$ cat config.mk
export PLATFORM = sky130hd
export DESIGN_NAME = stream_mux_nto1_flat
export DESIGN_NICKNAME = d
export VERILOG_FILES = /design/src/rtl/stream_mux_nto1_if.sv /design/src/rtl/stream_mux_nto1.sv /design/src/flat_wrapper.sv
export SDC_FILE = /design/constraint.sdc
export NUM_CORES = 1
export LEC_CHECK = 0
export ABC_AREA = 1
export BUFFER_PORTS_ARGS = -buffer_cell sky130_fd_sc_hd__buf_4
export CORE_ASPECT_RATIO = 1.1
export CORE_MARGIN = 5
export CORE_UTILIZATION = 42
export CTS_BUF_LIST = sky130_fd_sc_hd__clkbuf_16
export DETAILED_ROUTE_END_ITERATION = 8
export PLACE_DENSITY = 0.77
export SLEW_MARGIN = 20
export SYNTH_ARGS = -nofsm -noshare
export SYNTH_HDL_FRONTEND = slang
export SYNTH_SLANG_ARGS = --single-unit
$ cat constraint.sdc
create_clock -name clk -period 2.49 [get_ports clk]
set_input_delay 0.1245 -clock clk [delete_from_list [all_inputs] [get_ports clk]]
set_output_delay 0.1245 -clock clk [all_outputs]
set_load 0.005 [all_outputs]
$ cat src/rtl/stream_mux_nto1_if.sv
// Handshake bundle for stream_mux_nto1: N producer lanes in, one stream out.
// The mux takes the slave view; the surrounding fabric drives the master view.
interface stream_mux_nto1_if #(
    parameter int N = 4,
    parameter int W = 8
);
    localparam int CW = (N > 1) ? $clog2(N) : 1;

    logic [N*W-1:0] in_data;
    logic [N-1:0]   in_valid;
    logic [N-1:0]   in_last;
    logic [N-1:0]   in_ready;
    logic [W-1:0]   out_data;
    logic [CW-1:0]  out_ch;
    logic           out_valid;
    logic           out_ready;

    modport master (
        output in_data,
        output in_valid,
        output in_last,
        output out_ready,
        input  in_ready,
        input  out_data,
        input  out_ch,
        input  out_valid
    );

    modport slave (
        input  in_data,
        input  in_valid,
        input  in_last,
        input  out_ready,
        output in_ready,
        output out_data,
        output out_ch,
        output out_valid
    );
endinterface

$ cat src/rtl/stream_mux_nto1.sv
// N:1 registered stream mux, fixed-select or round-robin arbitration.
// Define STREAM_MUX_LOCK_EN to keep a channel granted until its in_last beat.
module stream_mux_nto1 #(
    parameter  int N  = 4,
    parameter  int W  = 8,
    localparam int CW = (N > 1) ? $clog2(N) : 1
) (
    input  logic            clk,
    input  logic            rst,
    input  logic            mode,
    input  logic [CW-1:0]   sel,
    stream_mux_nto1_if.slave bus
);
    logic          accept;
    logic          gnt_vld;
    logic [CW-1:0] gnt;
    logic          xfer;
    logic [W-1:0]  xdata;
    logic          xlast;
    logic          hold_ptr;
    logic [CW-1:0] ptr;
    logic [CW-1:0] ptr_nxt;

`ifdef STREAM_MUX_LOCK_EN
    logic          lock;
    logic [CW-1:0] lock_ch;
`else
    logic          unused_last;

    assign unused_last = ^{bus.in_last, xlast};
`endif

    assign accept  = !bus.out_valid || bus.out_ready;
    assign ptr_nxt = (gnt == CW'(N - 1)) ? '0 : gnt + 1'b1;

    // Reverse scan: the last hit is the first valid lane from ptr onward.
    always_comb begin
        gnt_vld = 1'b0;
        gnt     = '0;
        if (!mode) begin
            if (int'(sel) < N) begin
                gnt_vld = 1'b1;
                gnt     = sel;
            end
        end else begin
            for (int k = N - 1; k >= 0; k--) begin
                if (bus.in_valid[(int'(ptr) + k) % N]) begin
                    gnt_vld = 1'b1;
                    gnt     = CW'((int'(ptr) + k) % N);
                end
            end
        end
`ifdef STREAM_MUX_LOCK_EN
        if (lock) begin
            gnt_vld = 1'b1;
            gnt     = lock_ch;
        end
`endif
    end

    always_comb begin
        bus.in_ready = '0;
        xfer         = 1'b0;
        xdata        = '0;
        xlast        = 1'b0;
        for (int i = 0; i < N; i++) begin
            if (accept && gnt_vld && gnt == CW'(i)) begin
                bus.in_ready[i] = 1'b1;
                if (bus.in_valid[i]) begin
                    xfer  = 1'b1;
                    xdata = bus.in_data[i*W +: W];
                    xlast = bus.in_last[i];
                end
            end
        end
    end

`ifdef STREAM_MUX_LOCK_EN
    assign hold_ptr = lock && !xlast;

    always_ff @(posedge clk or posedge rst) begin
        if (rst) begin
            lock    <= 1'b0;
            lock_ch <= '0;
        end else if (xfer) begin
            lock    <= !xlast;
            lock_ch <= gnt;
        end
    end
`else
    assign hold_ptr = 1'b0;
`endif

    always_ff @(posedge clk or posedge rst) begin
        if (rst) begin
            bus.out_valid <= 1'b0;
            bus.out_data  <= '0;
            bus.out_ch    <= '0;
            ptr           <= '0;
        end else if (accept) begin
            bus.out_valid <= xfer;
            if (xfer) begin
                bus.out_data <= xdata;
                bus.out_ch   <= gnt;
                if (mode && !hold_ptr) begin
                    ptr <= ptr_nxt;
                end
            end
        end
    end
endmodule

$ cat src/flat_wrapper.sv
// flat-port wrapper written by rule: the top's interface ports become plain ports
module stream_mux_nto1_flat 
#(
    parameter  int N  = 4,
    parameter  int W  = 8,
    localparam int CW = (N > 1) ? $clog2(N) : 1
)
  (clk, rst, mode, sel, bus_in_data, bus_in_valid, bus_in_last, bus_out_ready, bus_in_ready, bus_out_data, bus_out_ch, bus_out_valid);
  stream_mux_nto1_if #(.N(N), .W(W)) bus_i ();
  input  logic clk;
  input  logic rst;
  input  logic mode;
  input  logic [CW-1:0] sel;
  input wire logic [$bits(bus_i.in_data)-1:0] bus_in_data;
  input wire logic [$bits(bus_i.in_valid)-1:0] bus_in_valid;
  input wire logic [$bits(bus_i.in_last)-1:0] bus_in_last;
  input wire logic [$bits(bus_i.out_ready)-1:0] bus_out_ready;
  output wire logic [$bits(bus_i.in_ready)-1:0] bus_in_ready;
  output wire logic [$bits(bus_i.out_data)-1:0] bus_out_data;
  output wire logic [$bits(bus_i.out_ch)-1:0] bus_out_ch;
  output wire logic [$bits(bus_i.out_valid)-1:0] bus_out_valid;
  assign bus_i.in_data = bus_in_data;
  assign bus_i.in_valid = bus_in_valid;
  assign bus_i.in_last = bus_in_last;
  assign bus_i.out_ready = bus_out_ready;
  assign bus_in_ready = bus_i.in_ready;
  assign bus_out_data = bus_i.out_data;
  assign bus_out_ch = bus_i.out_ch;
  assign bus_out_valid = bus_i.out_valid;
  stream_mux_nto1 #(.N(N), .W(W)) u_core (.clk(clk), .rst(rst), .mode(mode), .sel(sel), .bus(bus_i));
endmodule
==> flow_metrics.py <==
metrics = {
    "clock_tree": {
        "cts_inserted_buffers": 3,
        "clk-insertion-delay-late_ns": 0.24,
        "clockBufferDepth": 2,
        "cts_root_buffer": "sky130_fd_sc_hd__clkbuf_16",
        "cts-htree-levels": 1,
        "cts.sink_count": 13,
        "cts_tree": "built",
        "clk_pin_slew_ns": 0.04,
    },
    "setup_path": {
        "critPathRequiredTime_ns": 2.65,
        "critPathSlowestCell": "sky130_fd_sc_hd__dfrtp_2",
        "startpoint_of_the_worst_register_to_register_path": "u_core.ptr[0]$_DFFE_PP0P_",
        "timing.reg2reg.setup_slack_ns": 0.1,
        "cp-end-kind": "flip-flop",
        "crit_path_max_fanout": 7,
        "crit_arrival_ns": 2.55,
        "worst_path_most_repeated_cell": "sky130_fd_sc_hd__nand2_1",
        "critPathMaxStageDelay_ns": 0.46,
        "crit_start": "u_core.ptr[0]$_DFFE_PP0P_",
        "cp-start-kind": "flip-flop",
        "cp_cell_sequence": "inv_4 -> nand2_1 -> nand2_2 -> nand2_1 -> nand2_1 -> inv_1 -> nand2_1 -> nand2_1 -> nand3_2 -> nand2_4 -> inv_4 -> ha_4 -> nand4_4 -> nand2_2 -> nor2_4 -> buf_6 -> nor2_1 -> a21oi_1",
        "cp.buffers_inverters": 4,
        "critical-path-top-delay-family": "simple AND/OR/NAND/NOR gates",
        "crit_type": "reg -> reg",
    },
    "floorplanning": {
        "io-pin-count": 61,
        "vertical_die_dimension_um": 67.5,
        "fp.dieArea_sq_um": 4210,
        "row_count": 20,
        "die-width_um": 62.3,
        "core_area_sq_um": 2830,
        "start_util_pct": 44.7,
    },
    "placement": {
        "io_buffers": 56,
        "detailed_place.area_sq_um": 1730,
        "detailedPlace.worstSlack_ns": -0.0146,
        "finalWeightedCongestion": 0.824,
        "post_detail_place_hpwl_um": 2840,
    },
    "sta": {
        "setup_viol_count_final": 0,
        "setup_skew_ns": 0.000435,
        "setup_slack_ns": 0.0999,
        "finalWorstPathRequiredPeriod_ns": 2.39,
        "relSlewSlack_pct": 67.5,
        "timing.fmax_mhz": 418,
        "timing.final.crit_share_pct": 96.0,
        "slew_violations": 0,
        "final_hold_viol_count": 0,
        "worst_slew_pin_slew_ns": 0.487,
        "fin_worst_hold_slack_ns": 0.268,
    },
    "cells_and_area": {
        "drive_gt1_share_pct": 40.9,
        "area.sequential_sq_um": 327,
        "number_of_fill_cells_in_the_layout": 229,
        "multi_input_comb_area_sq_um": 937,
        "fin_nets": 330,
        "antennaDiodeCount": 0,
        "stdcell_area_sq_um": 2050,
        "area_added_between_synthesis_and_finish_pct": 62.2,
    },
    "yosys": {
        "netlist_instances": 209,
        "ys_top_cells_by_area": "sky130_fd_sc_hd__dfrtp_1 (26%), sky130_fd_sc_hd__nand2_1 (17%), sky130_fd_sc_hd__nor2_1 (16%)",
        "ys_types": 23,
        "post_synth_instance_area_sq_um": 1260,
        "synth-seq-cells": 13,
        "yosys_warnings": 0,
        "syn-num-nets": 259,
        "synth_top_cell_area_share_pct": 25.7,
        "syn_avg_cell_area_sq_um": 6.05,
        "synth_top_cell_by_area": "sky130_fd_sc_hd__dfrtp_1",
        "synth_seq_area_share_pct": 25.7,
    },
    "global_route": {
        "grt_start_max_net_pins": 17,
        "grt_first_pass_wirelength_um": 6040,
        "grt_use_total_pct": 17.5,
        "first_global_vias": 1345,
        "grt-ovfl-total": 0,
        "initial_antenna_violation_count": 0,
    },
    "job": {
        "maxCapViolCount": 0,
    },
    "drt": {
        "detail_route.iter0.violations": 65,
        "routedWlPerCell_um": 12.8,
        "finalWirelength_um": 3990,
        "vias": 1511,
        "via_per_inst": 4.84,
        "detail-route-antenna-nets": 0,
        "remaining_drc_errors": 0,
        "number_of_iterations_in_the_first_detailed_routing_pass": 4,
    },
    "min_path": {
        "timing.hold.worst.start": "bus_in_data[31]",
        "holdCritPathClass": "in -> reg",
    },
    "power": {
        "ir_worst_vdd_uv": 875,
        "static_leakage_power_nw": 1.10,
        "p_per_area_nw_per_um2": 1120,
    },
    "status": {
        "run_status": "completed",
    },
}
## stage by stage
step	total power [W]	TNS, ns	utilization (%)	cells
floorplan	0.00120	0	-	209
global placement	0.00161	0	61.3	299
detailed placement	0.00163	-0.0298	61.3	299
CTS	0.00196	0	64.5	304
global route	0.00253	-0.769	72.5	312
finish	0.00230	0	72.5	312
## final timing paths
kind                                                 endpoint  cells past startpoint
setup / recovery           u_core.bus.out_data[2]$_DFFE_PP0P_                     18
hold / removal             u_core.bus.out_data[7]$_DFFE_PP0P_                      5
setup reg to reg           u_core.bus.out_data[2]$_DFFE_PP0P_                     18
hold reg to reg              u_core.bus.out_ch[1]$_DFFE_PP0P_                      2
max in group asynchronous           u_core.ptr[0]$_DFFE_PP0P_                      3
min in group asynchronous  u_core.bus.out_data[7]$_DFFE_PP0P_                      3
## synth_stat cells
| cell | instances |
|---|---|
| sky130_fd_sc_hd__a21oi_1 | 8 |
| sky130_fd_sc_hd__a21oi_2 | 1 |
| sky130_fd_sc_hd__buf_2 | 2 |
| sky130_fd_sc_hd__buf_4 | 1 |
| sky130_fd_sc_hd__buf_6 | 2 |
| sky130_fd_sc_hd__clkbuf_1 | 1 |
| sky130_fd_sc_hd__clkinv_1 | 1 |
| sky130_fd_sc_hd__dfrtp_1 | 13 |
| sky130_fd_sc_hd__ha_1 | 4 |
| sky130_fd_sc_hd__inv_1 | 24 |
| sky130_fd_sc_hd__inv_4 | 1 |
| sky130_fd_sc_hd__nand2_1 | 57 |
| sky130_fd_sc_hd__nand2_2 | 3 |
| sky130_fd_sc_hd__nand2_4 | 2 |
| sky130_fd_sc_hd__nand2b_1 | 1 |
| sky130_fd_sc_hd__nand3_1 | 13 |
| sky130_fd_sc_hd__nand3_2 | 1 |
| sky130_fd_sc_hd__nand4_1 | 9 |
| sky130_fd_sc_hd__nand4_2 | 3 |
| sky130_fd_sc_hd__nor2_1 | 54 |
| sky130_fd_sc_hd__nor2_4 | 3 |
| sky130_fd_sc_hd__o21ai_0 | 4 |
| sky130_fd_sc_hd__xor2_1 | 1 |
## timing repair
item,4_1_cts,5_1_grt
setup buffers,0,8
setup endpoints to repair,8,15
hold buffers,1,0
resized for setup,2,42
endpoints found under the hold margin,13,0
pin swaps,0,19
## cell usage in the layout (no fill, tap or decap), types with 4 or more instances in the layout
master                    instances
sky130_fd_sc_hd__inv_4            4
sky130_fd_sc_hd__a21oi_1          6
sky130_fd_sc_hd__ha_4             4
sky130_fd_sc_hd__nand2_1         48
sky130_fd_sc_hd__nor2_1          53
sky130_fd_sc_hd__inv_1           21
sky130_fd_sc_hd__nand3_1          8
sky130_fd_sc_hd__buf_6            4
sky130_fd_sc_hd__nand2_4          4
sky130_fd_sc_hd__nand4_1          9
sky130_fd_sc_hd__dfrtp_1         12
sky130_fd_sc_hd__nand3_2          5
sky130_fd_sc_hd__buf_4           67
sky130_fd_sc_hd__nand2_2         10
## state kept, by name, summed over array words and instances, names as in the netlist
register,count
u_core.bus.out_ch,2
u_core.bus.out_valid,1
u_core.bus.out_data,8
u_core.ptr,2
## cell type report
cell class | count | share of cell area, %
clock inverters | 1 | 0.183
well taps | 33 | 2.01
repair buffers | 72 | 27.2
inverters | 26 | 5.25
flip-flops and latches | 13 | 15.9
multi-input cells | 164 | 45.7
clock buffers | 3 | 3.66
## worst reg2reg max path, cell delays in order (launching register included)
cell	delay (ns)
sky130_fd_sc_hd__dfrtp_2	0.46
sky130_fd_sc_hd__inv_4	0.08
sky130_fd_sc_hd__nand2_1	0.08
sky130_fd_sc_hd__nand2_2	0.08
sky130_fd_sc_hd__nand2_1	0.11
sky130_fd_sc_hd__nand2_1	0.07
sky130_fd_sc_hd__inv_1	0.09
sky130_fd_sc_hd__nand2_1	0.06
sky130_fd_sc_hd__nand2_1	0.07
sky130_fd_sc_hd__nand3_2	0.09
sky130_fd_sc_hd__nand2_4	0.14
sky130_fd_sc_hd__inv_4	0.06
sky130_fd_sc_hd__ha_4	0.17
sky130_fd_sc_hd__nand4_4	0.08
sky130_fd_sc_hd__nand2_2	0.08
sky130_fd_sc_hd__nor2_4	0.27
sky130_fd_sc_hd__buf_6	0.16
sky130_fd_sc_hd__nor2_1	0.04
sky130_fd_sc_hd__a21oi_1	0.13
## power breakdown
group | internal (W) | switching [W] | leakage, nW
logic | 0.000722 | 0.000859 | 0.906
clock network | 0.000211 | 0.0000864 | 0.0423
registers | 0.000329 | 0.0000910 | 0.155
## logic make-up (layout without fill, tap and decap cells)
family / after synthesis / in the layout / synth area share, %
buffers and inverters: 32 / 102 / 11.4
adder cells (fa/ha/maj): 4 / 4 / 3.96
XOR/XNOR: 1 / 1 / 0.693
flip-flops: 13 / 13 / 25.7
AO/OA/AOI/OAI: 13 / 13 / 5.45
AND/OR/NAND/NOR: 146 / 146 / 52.8
## metal layers
layer  wire length [um]  GRT usage [%]  vias up
met5                  0              0        -
met4                 69           7.16        0
met3                293           2.83        8
met2               1900           27.7       57
met1               1730           23.9      656
li1                   -              -      790
(Power assumes the default switching activity.)
